$ cat config.mk
export PLATFORM = sky130hd
export DESIGN_NAME = adc_9226_rx
export DESIGN_NICKNAME = d
export VERILOG_FILES = /design/src/rtl/adc_9226_rx.sv
export SDC_FILE = /design/constraint.sdc
export NUM_CORES = 1
export LEC_CHECK = 0
export BUFFER_PORTS_ARGS = -buffer_cell sky130_fd_sc_hd__buf_2
export CAP_MARGIN = 20
export CORE_ASPECT_RATIO = 1.75
export CORE_MARGIN = 1.5
export CORE_UTILIZATION = 55
export CTS_CLUSTER_DIAMETER = 60
export DETAILED_ROUTE_END_ITERATION = 7
export PLACE_DENSITY = 0.81
export SYNTH_ARGS = -nofsm -noshare
export SYNTH_HDL_FRONTEND = slang
export SYNTH_SLANG_ARGS = --single-unit
$ cat constraint.sdc
create_clock -name clk -period 3.24 [get_ports clk]
set_clock_uncertainty 0.15 [all_clocks]
set_input_delay 0.324 -clock clk [delete_from_list [all_inputs] [get_ports clk]]
set_output_delay 0.324 -clock clk [all_outputs]
set_load 0.02 [all_outputs]
$ cat src/rtl/adc_9226_rx.sv
// AD9226 capture front end: ADC clock divider, pipeline-latency discard,
// offset-binary to two's complement conversion and a show-ahead sample FIFO.
// Optional out-of-range saturation is enabled by defining ADC9226_OTR_EN.
module adc_9226_rx #(
  parameter int DATA_W       = 12,
  parameter int CLK_DIV      = 2,
  parameter int PIPE_DISCARD = 7,
  parameter int FIFO_AW      = 2
) (
  input  logic              clk,
  input  logic              rst,
  input  logic              I_en,
  input  logic [DATA_W-1:0] I_adc_data,
`ifdef ADC9226_OTR_EN
  input  logic              I_adc_otr,
`endif
  output logic              O_adc_clkDriver,
  output logic [DATA_W-1:0] O_data,
  output logic              O_valid,
  input  logic              I_ready,
  input  logic              I_clr_ovf,
  output logic              O_overflow,
  output logic [7:0]        O_ovf_cnt
);

  localparam int DEPTH = 1 << FIFO_AW;
  localparam int DIV_N = 2 * CLK_DIV;
  localparam int DIV_W = $clog2(DIV_N);
  localparam int DSC_W = (PIPE_DISCARD > 0) ? $clog2(PIPE_DISCARD + 1) : 1;
  localparam int CNT_W = FIFO_AW + 1;

  // Out-of-range codes saturate toward the rail indicated by the raw MSB.
  function automatic logic [DATA_W-1:0] to_twos(input logic [DATA_W-1:0] raw, input logic otr);
    logic [DATA_W-1:0] res;
    if (otr) begin
      res = raw[DATA_W-1] ? {1'b0, {(DATA_W-1){1'b1}}} : {1'b1, {(DATA_W-1){1'b0}}};
    end else begin
      res = {~raw[DATA_W-1], raw[DATA_W-2:0]};
    end
    return res;
  endfunction

  logic [DIV_W-1:0]   div_cnt_q, div_cnt_d;
  logic               clk_drv_q, clk_drv_d;
  logic [DSC_W-1:0]   disc_q, disc_d;
  logic [DATA_W-1:0]  raw_q, raw_d;
  logic               wr_pend_q, wr_pend_d;
  logic [DATA_W-1:0]  mem_q [DEPTH];
  logic [DATA_W-1:0]  mem_d [DEPTH];
  logic [FIFO_AW-1:0] wr_ptr_q, wr_ptr_d, rd_ptr_q, rd_ptr_d;
  logic [CNT_W-1:0]   cnt_q, cnt_d;
  logic               valid_q, valid_d;
  logic [DATA_W-1:0]  data_q, data_d;
  logic               ovf_q, ovf_d;
  logic [7:0]         ovf_cnt_q, ovf_cnt_d;
  logic               strobe_s, pop_s, full_s, wr_en_s, drop_s, otr_s;
  logic [DATA_W-1:0]  wdata_s;

`ifdef ADC9226_OTR_EN
  logic otr_q, otr_d;
  assign otr_s = otr_q;
`else
  assign otr_s = 1'b0;
`endif

  always_comb begin
    div_cnt_d = '0;
    strobe_s  = I_en && (div_cnt_q == DIV_W'(CLK_DIV - 1));
    if (I_en) begin
      div_cnt_d = (div_cnt_q == DIV_W'(DIV_N - 1)) ? '0 : div_cnt_q + DIV_W'(1);
    end else begin
      div_cnt_d = '0;
    end
    clk_drv_d = I_en && (div_cnt_d < DIV_W'(CLK_DIV));

    raw_d = raw_q;
`ifdef ADC9226_OTR_EN
    otr_d = otr_q;
    if (strobe_s) begin
      otr_d = I_adc_otr;
    end else begin
      otr_d = otr_q;
    end
`endif
    if (strobe_s) begin
      raw_d = I_adc_data;
    end else begin
      raw_d = raw_q;
    end

    // A strobe while the discard count is nonzero consumes one pipeline-latency sample.
    disc_d    = disc_q;
    wr_pend_d = strobe_s && (disc_q == '0);
    if (!I_en) begin
      disc_d = DSC_W'(PIPE_DISCARD);
    end else if (strobe_s && (disc_q != '0)) begin
      disc_d = disc_q - DSC_W'(1);
    end else begin
      disc_d = disc_q;
    end

    full_s  = (cnt_q == CNT_W'(DEPTH));
    pop_s   = valid_q && I_ready;
    wr_en_s = wr_pend_q && (!full_s || pop_s);
    drop_s  = wr_pend_q && full_s && !pop_s;
    wdata_s = to_twos(raw_q, otr_s);

    mem_d = mem_q;
    if (wr_en_s) begin
      mem_d[wr_ptr_q] = wdata_s;
    end else begin
      mem_d = mem_q;
    end
    wr_ptr_d = wr_en_s ? wr_ptr_q + FIFO_AW'(1) : wr_ptr_q;
    rd_ptr_d = pop_s ? rd_ptr_q + FIFO_AW'(1) : rd_ptr_q;
    case ({wr_en_s, pop_s})
      2'b10:   cnt_d = cnt_q + CNT_W'(1);
      2'b01:   cnt_d = cnt_q - CNT_W'(1);
      default: cnt_d = cnt_q;
    endcase

    // Head is taken from next-state memory so a write into an empty FIFO is visible at once.
    valid_d = (cnt_d != '0);
    data_d  = valid_d ? mem_d[rd_ptr_d] : '0;

    ovf_d     = ovf_q;
    ovf_cnt_d = ovf_cnt_q;
    if (I_clr_ovf) begin
      ovf_d     = 1'b0;
      ovf_cnt_d = 8'd0;
    end else if (drop_s) begin
      ovf_d     = 1'b1;
      ovf_cnt_d = (ovf_cnt_q == 8'd255) ? ovf_cnt_q : ovf_cnt_q + 8'd1;
    end else begin
      ovf_d     = ovf_q;
      ovf_cnt_d = ovf_cnt_q;
    end
  end

  always_ff @(posedge clk) begin
    if (rst) begin
      div_cnt_d_unused_guard: begin end
      div_cnt_q <= '0;
      clk_drv_q <= 1'b0;
      disc_q    <= DSC_W'(PIPE_DISCARD);
      raw_q     <= '0;
`ifdef ADC9226_OTR_EN
      otr_q     <= 1'b0;
`endif
      wr_pend_q <= 1'b0;
      for (int i = 0; i < DEPTH; i++) mem_q[i] <= '0;
      wr_ptr_q  <= '0;
      rd_ptr_q  <= '0;
      cnt_q     <= '0;
      valid_q   <= 1'b0;
      data_q    <= '0;
      ovf_q     <= 1'b0;
      ovf_cnt_q <= 8'd0;
    end else begin
      div_cnt_q <= div_cnt_d;
      clk_drv_q <= clk_drv_d;
      disc_q    <= disc_d;
      raw_q     <= raw_d;
`ifdef ADC9226_OTR_EN
      otr_q     <= otr_d;
`endif
      wr_pend_q <= wr_pend_d;
      mem_q     <= mem_d;
      wr_ptr_q  <= wr_ptr_d;
      rd_ptr_q  <= rd_ptr_d;
      cnt_q     <= cnt_d;
      valid_q   <= valid_d;
      data_q    <= data_d;
      ovf_q     <= ovf_d;
      ovf_cnt_q <= ovf_cnt_d;
    end
  end

  assign O_adc_clkDriver = clk_drv_q;
  assign O_data          = data_q;
  assign O_valid         = valid_q;
  assign O_overflow      = ovf_q;
  assign O_ovf_cnt       = ovf_cnt_q;

endmodule

==> flow_summary.yaml <==
synth:
  ys_seq_area_share_pct: 46.5
  synth.distinct_cells: 50
  ys.flop_type: "dfxtp_1"
  synthArstFlopShare_pct: 0
  ys_warn_count: 0
  synth_compound_area_share_pct: 16.9
  synth_top_family_by_area: "simple AND/OR/NAND/NOR gates"
  avgSynthCellArea_sq_um: 9.53
  synth_edf_count: 0
  syn_area_sq_um: 4130
  synth.ff_latch_count: 96
  yosys.area_share.simple_pct: 17.2
  syn-instance-count: 434
  synth_mux_area_share_pct: 9.14
  synth_nets: 462
  synth-xor-area-share_pct: 2.54
  synthAdderAreaFrac_pct: 3.51
place:
  place_ws_ns: 0.226
  dpl.hpwl_mm: 6.27
  place_congestion: 0.796
  portBuffers: 39
cells_and_area:
  most-common-layout-cells: "dfxtp_1 (96), nand2_1 (59), nor2_1 (50)"
  diodes: 0
  final_util_pct: 65.5
  area_growth_pct: 14.5
  mostFrequentLayoutCell: "dfxtp_1"
  layout.nets: 499
  drive_gt1_share_pct: 19.3
timing:
  slew_headroom_pct: 41.1
  period_needed_ns: 2.99
  whs_ns: 0.0629
  fin_crit_sh_pct: 92.4
  finalWorstSetupSlack_ns: 0.247
  rsz0062_at_grt: "no"
  max_freq_ghz: 0.334
  hold_viol: 0
  final_max_slew_viol_count: 0
  setup_viol: 0
  setup_tns_ns: 0
  worst_slew_pin_slew_ns: 0.880
setup_path:
  r2r_start: "O_valid"
  rrSetupSlack_ns: 0.25
  reg2reg_depth: 10
  worst_setup_path_end_kind: "register"
  r2r_end: "O_data[11]"
  cp-start-kind: "register"
  worst-path-max-fanout: 13
  critical_path_arrival_ns: 3.09
  required_ns: 3.33
  criticalPathCategory: "register to register"
routing:
  antenna_left: 0
  met1_length_mm: 3.63
  top_layer: "met4"
  dr_total_vias: 3256
  route.met3.wl_um: 438
  drcViolationCount: 0
  via_per_inst: 5.79
  wl_per_cell_um: 16.8
  wl_met2_mm: 5.10
  drtIter0Drc: 151
  first_pass_iters: 4
  finalWirelength_mm: 9.43
global_route:
  grtUsageTotal_pct: 26.4
  grt_pass1_wl_mm: 15.9
  grt_max_degree: 39
  antenna_found_initial: 0
  grt_overflow: 0
  grt_pass1_vias: 3361
clocking:
  cts_tree: "built"
  clk_latency_ns: 0.34
  ctsHoldBuffers: 0
  htreeDepth: 3
  path_clk_slew_ns: 0.06
  cts_resized: 0
  cts-root-buf: "clkbuf_16"
  clk_path_buf_depth: 2
  numClockSinks: 96
  cts_setup_buffers: 0
  cts_buffers: 9
pwr:
  power_mw: 2.40
  leakage_nw: 2.02
  vdd_ir_drop_max_v: 0.000517
  power_per_cell_area_nw_per_um2: 506
floorplan:
  initial_core_util_pct: 57.2
  fp.dieW_um: 68.5
  dieHeight_um: 118
  die_area_sq_um: 8070
  core-area_sq_um: 7230
  rows: 41
  ioPinCount: 40
min_path:
  hold_path.class: "input pin to register"
  hold_end: "raw_q[4]"
  hp-start: "I_adc_data[4]"
  whs_path_depth: 3
job:
  max_cap_viol_count: 0
run_status:
  status: "completed"
[through the flow]
step	instance area (sq um)	std cells
6_report	4730	562
5_1_grt	4730	562
4_1_cts	4730	562
3_5_place_dp	4400	546
3_3_place_gp	4400	546
2_1_floorplan	4130	434
[flip-flops by register name (all words and copies together), names as in the netlist]
name and count:
cnt_q 3, wr_pend_q 1, raw_q 12, O_valid 1
O_overflow 1, O_data 12, O_ovf_cnt 8, rd_ptr_q 2
disc_q 3, div_cnt_q 2, wr_ptr_q 2, mem_q 48
O_adc_clkDriver 1
[how the worst max path moves through the flow]
stage | startpoint | endpoint | slack, ns | cells past startpoint
global placement | I_ready | O_data[11] | 0.31 | 11
finish | O_valid | O_data[11] | 0.25 | 10
detailed placement | I_ready | O_data[11] | 0.23 | 11
CTS | O_valid | O_data[11] | 0.25 | 10
floorplan | O_valid | O_data[5] | 0.26 | 11
global route | O_valid | O_data[11] | 0.02 | 10
[routing by layer]
| layer | track usage, % | vias up |
|---|---|---|
| li1 | - | 1595 |
| met1 | 29.7 | 1557 |
| met2 | 44.7 | 87 |
| met3 | 5.64 | 17 |
| met4 | 13.5 | 0 |
| met5 | 0 | - |
[kinds of logic (layout without fill, tap and decap cells)]
family / Yosys count / count (layout)
muxes: 36 / 36
adders and majority gates: 11 / 11
and+or+nand+nor: 157 / 157
xor gates and xnor gates: 12 / 12
buffers and inverters: 36 / 78
AOI/OAI and AO/OA: 86 / 86
DFF: 96 / 96
[power breakdown]
| group | switching, mW | total (mW) | leakage (nW) | internal (mW) |
|---|---|---|---|---|
| clock network | 0.438 | 1.15 | 0.165 | 0.716 |
| registers | 0.00931 | 1.20 | 0.774 | 1.19 |
| logic | 0.0317 | 0.0475 | 1.08 | 0.0158 |
| total | 0.479 | 2.40 | 2.02 | 1.92 |
[synth_stat cells (all sizes together) (3+ instances only)]
cell | number | share of area (%)
a31oi | 3 | 0.61
clkbuf | 16 | 1.5
nand2 | 59 | 5.4
or2 | 3 | 0.45
nor2 | 50 | 4.5
nand3 | 5 | 0.61
a211oi | 15 | 3.3
and2 | 3 | 0.45
nor2b | 17 | 2.6
o311ai | 4 | 2.3
dfxtp | 96 | 46
nand4 | 3 | 0.45
buf | 11 | 1.9
xnor2 | 7 | 1.5
o221ai | 11 | 2.3
o32ai | 11 | 2.3
a21oi | 30 | 3.6
mux2 | 11 | 3.1
ha | 10 | 3.0
o21ai | 5 | 0.61
xor2 | 5 | 1.1
nor3 | 6 | 0.73
nand2b | 4 | 0.67
mux2i | 25 | 6.1
inv | 9 | 0.82
[final cells by class]
| class | count | area (sq um) |
|---|---|---|
| clock buffers | 11 | 253 |
| clock inverters | 5 | 78.8 |
| fillers | 598 | 2500 |
| inverters | 9 | 33.8 |
| multi-input cells | 302 | 2040 |
| flip-flops and latches | 96 | 1920 |
| well taps | 86 | 108 |
| repair buffers | 53 | 300 |
[critical path, stage by stage (launching register included)]
cell and delay, ns:
dfxtp_1 0.38, and2_1 0.25, o31ai_4 0.09, ha_1 0.25
fa_1 0.39, xnor2_1 0.16, or3_1 0.36, a31oi_2 0.17
buf_4 0.24, o221ai_1 0.16, a2111oi_2 0.28
Note: power is estimated with default switching activity, not from simulation.
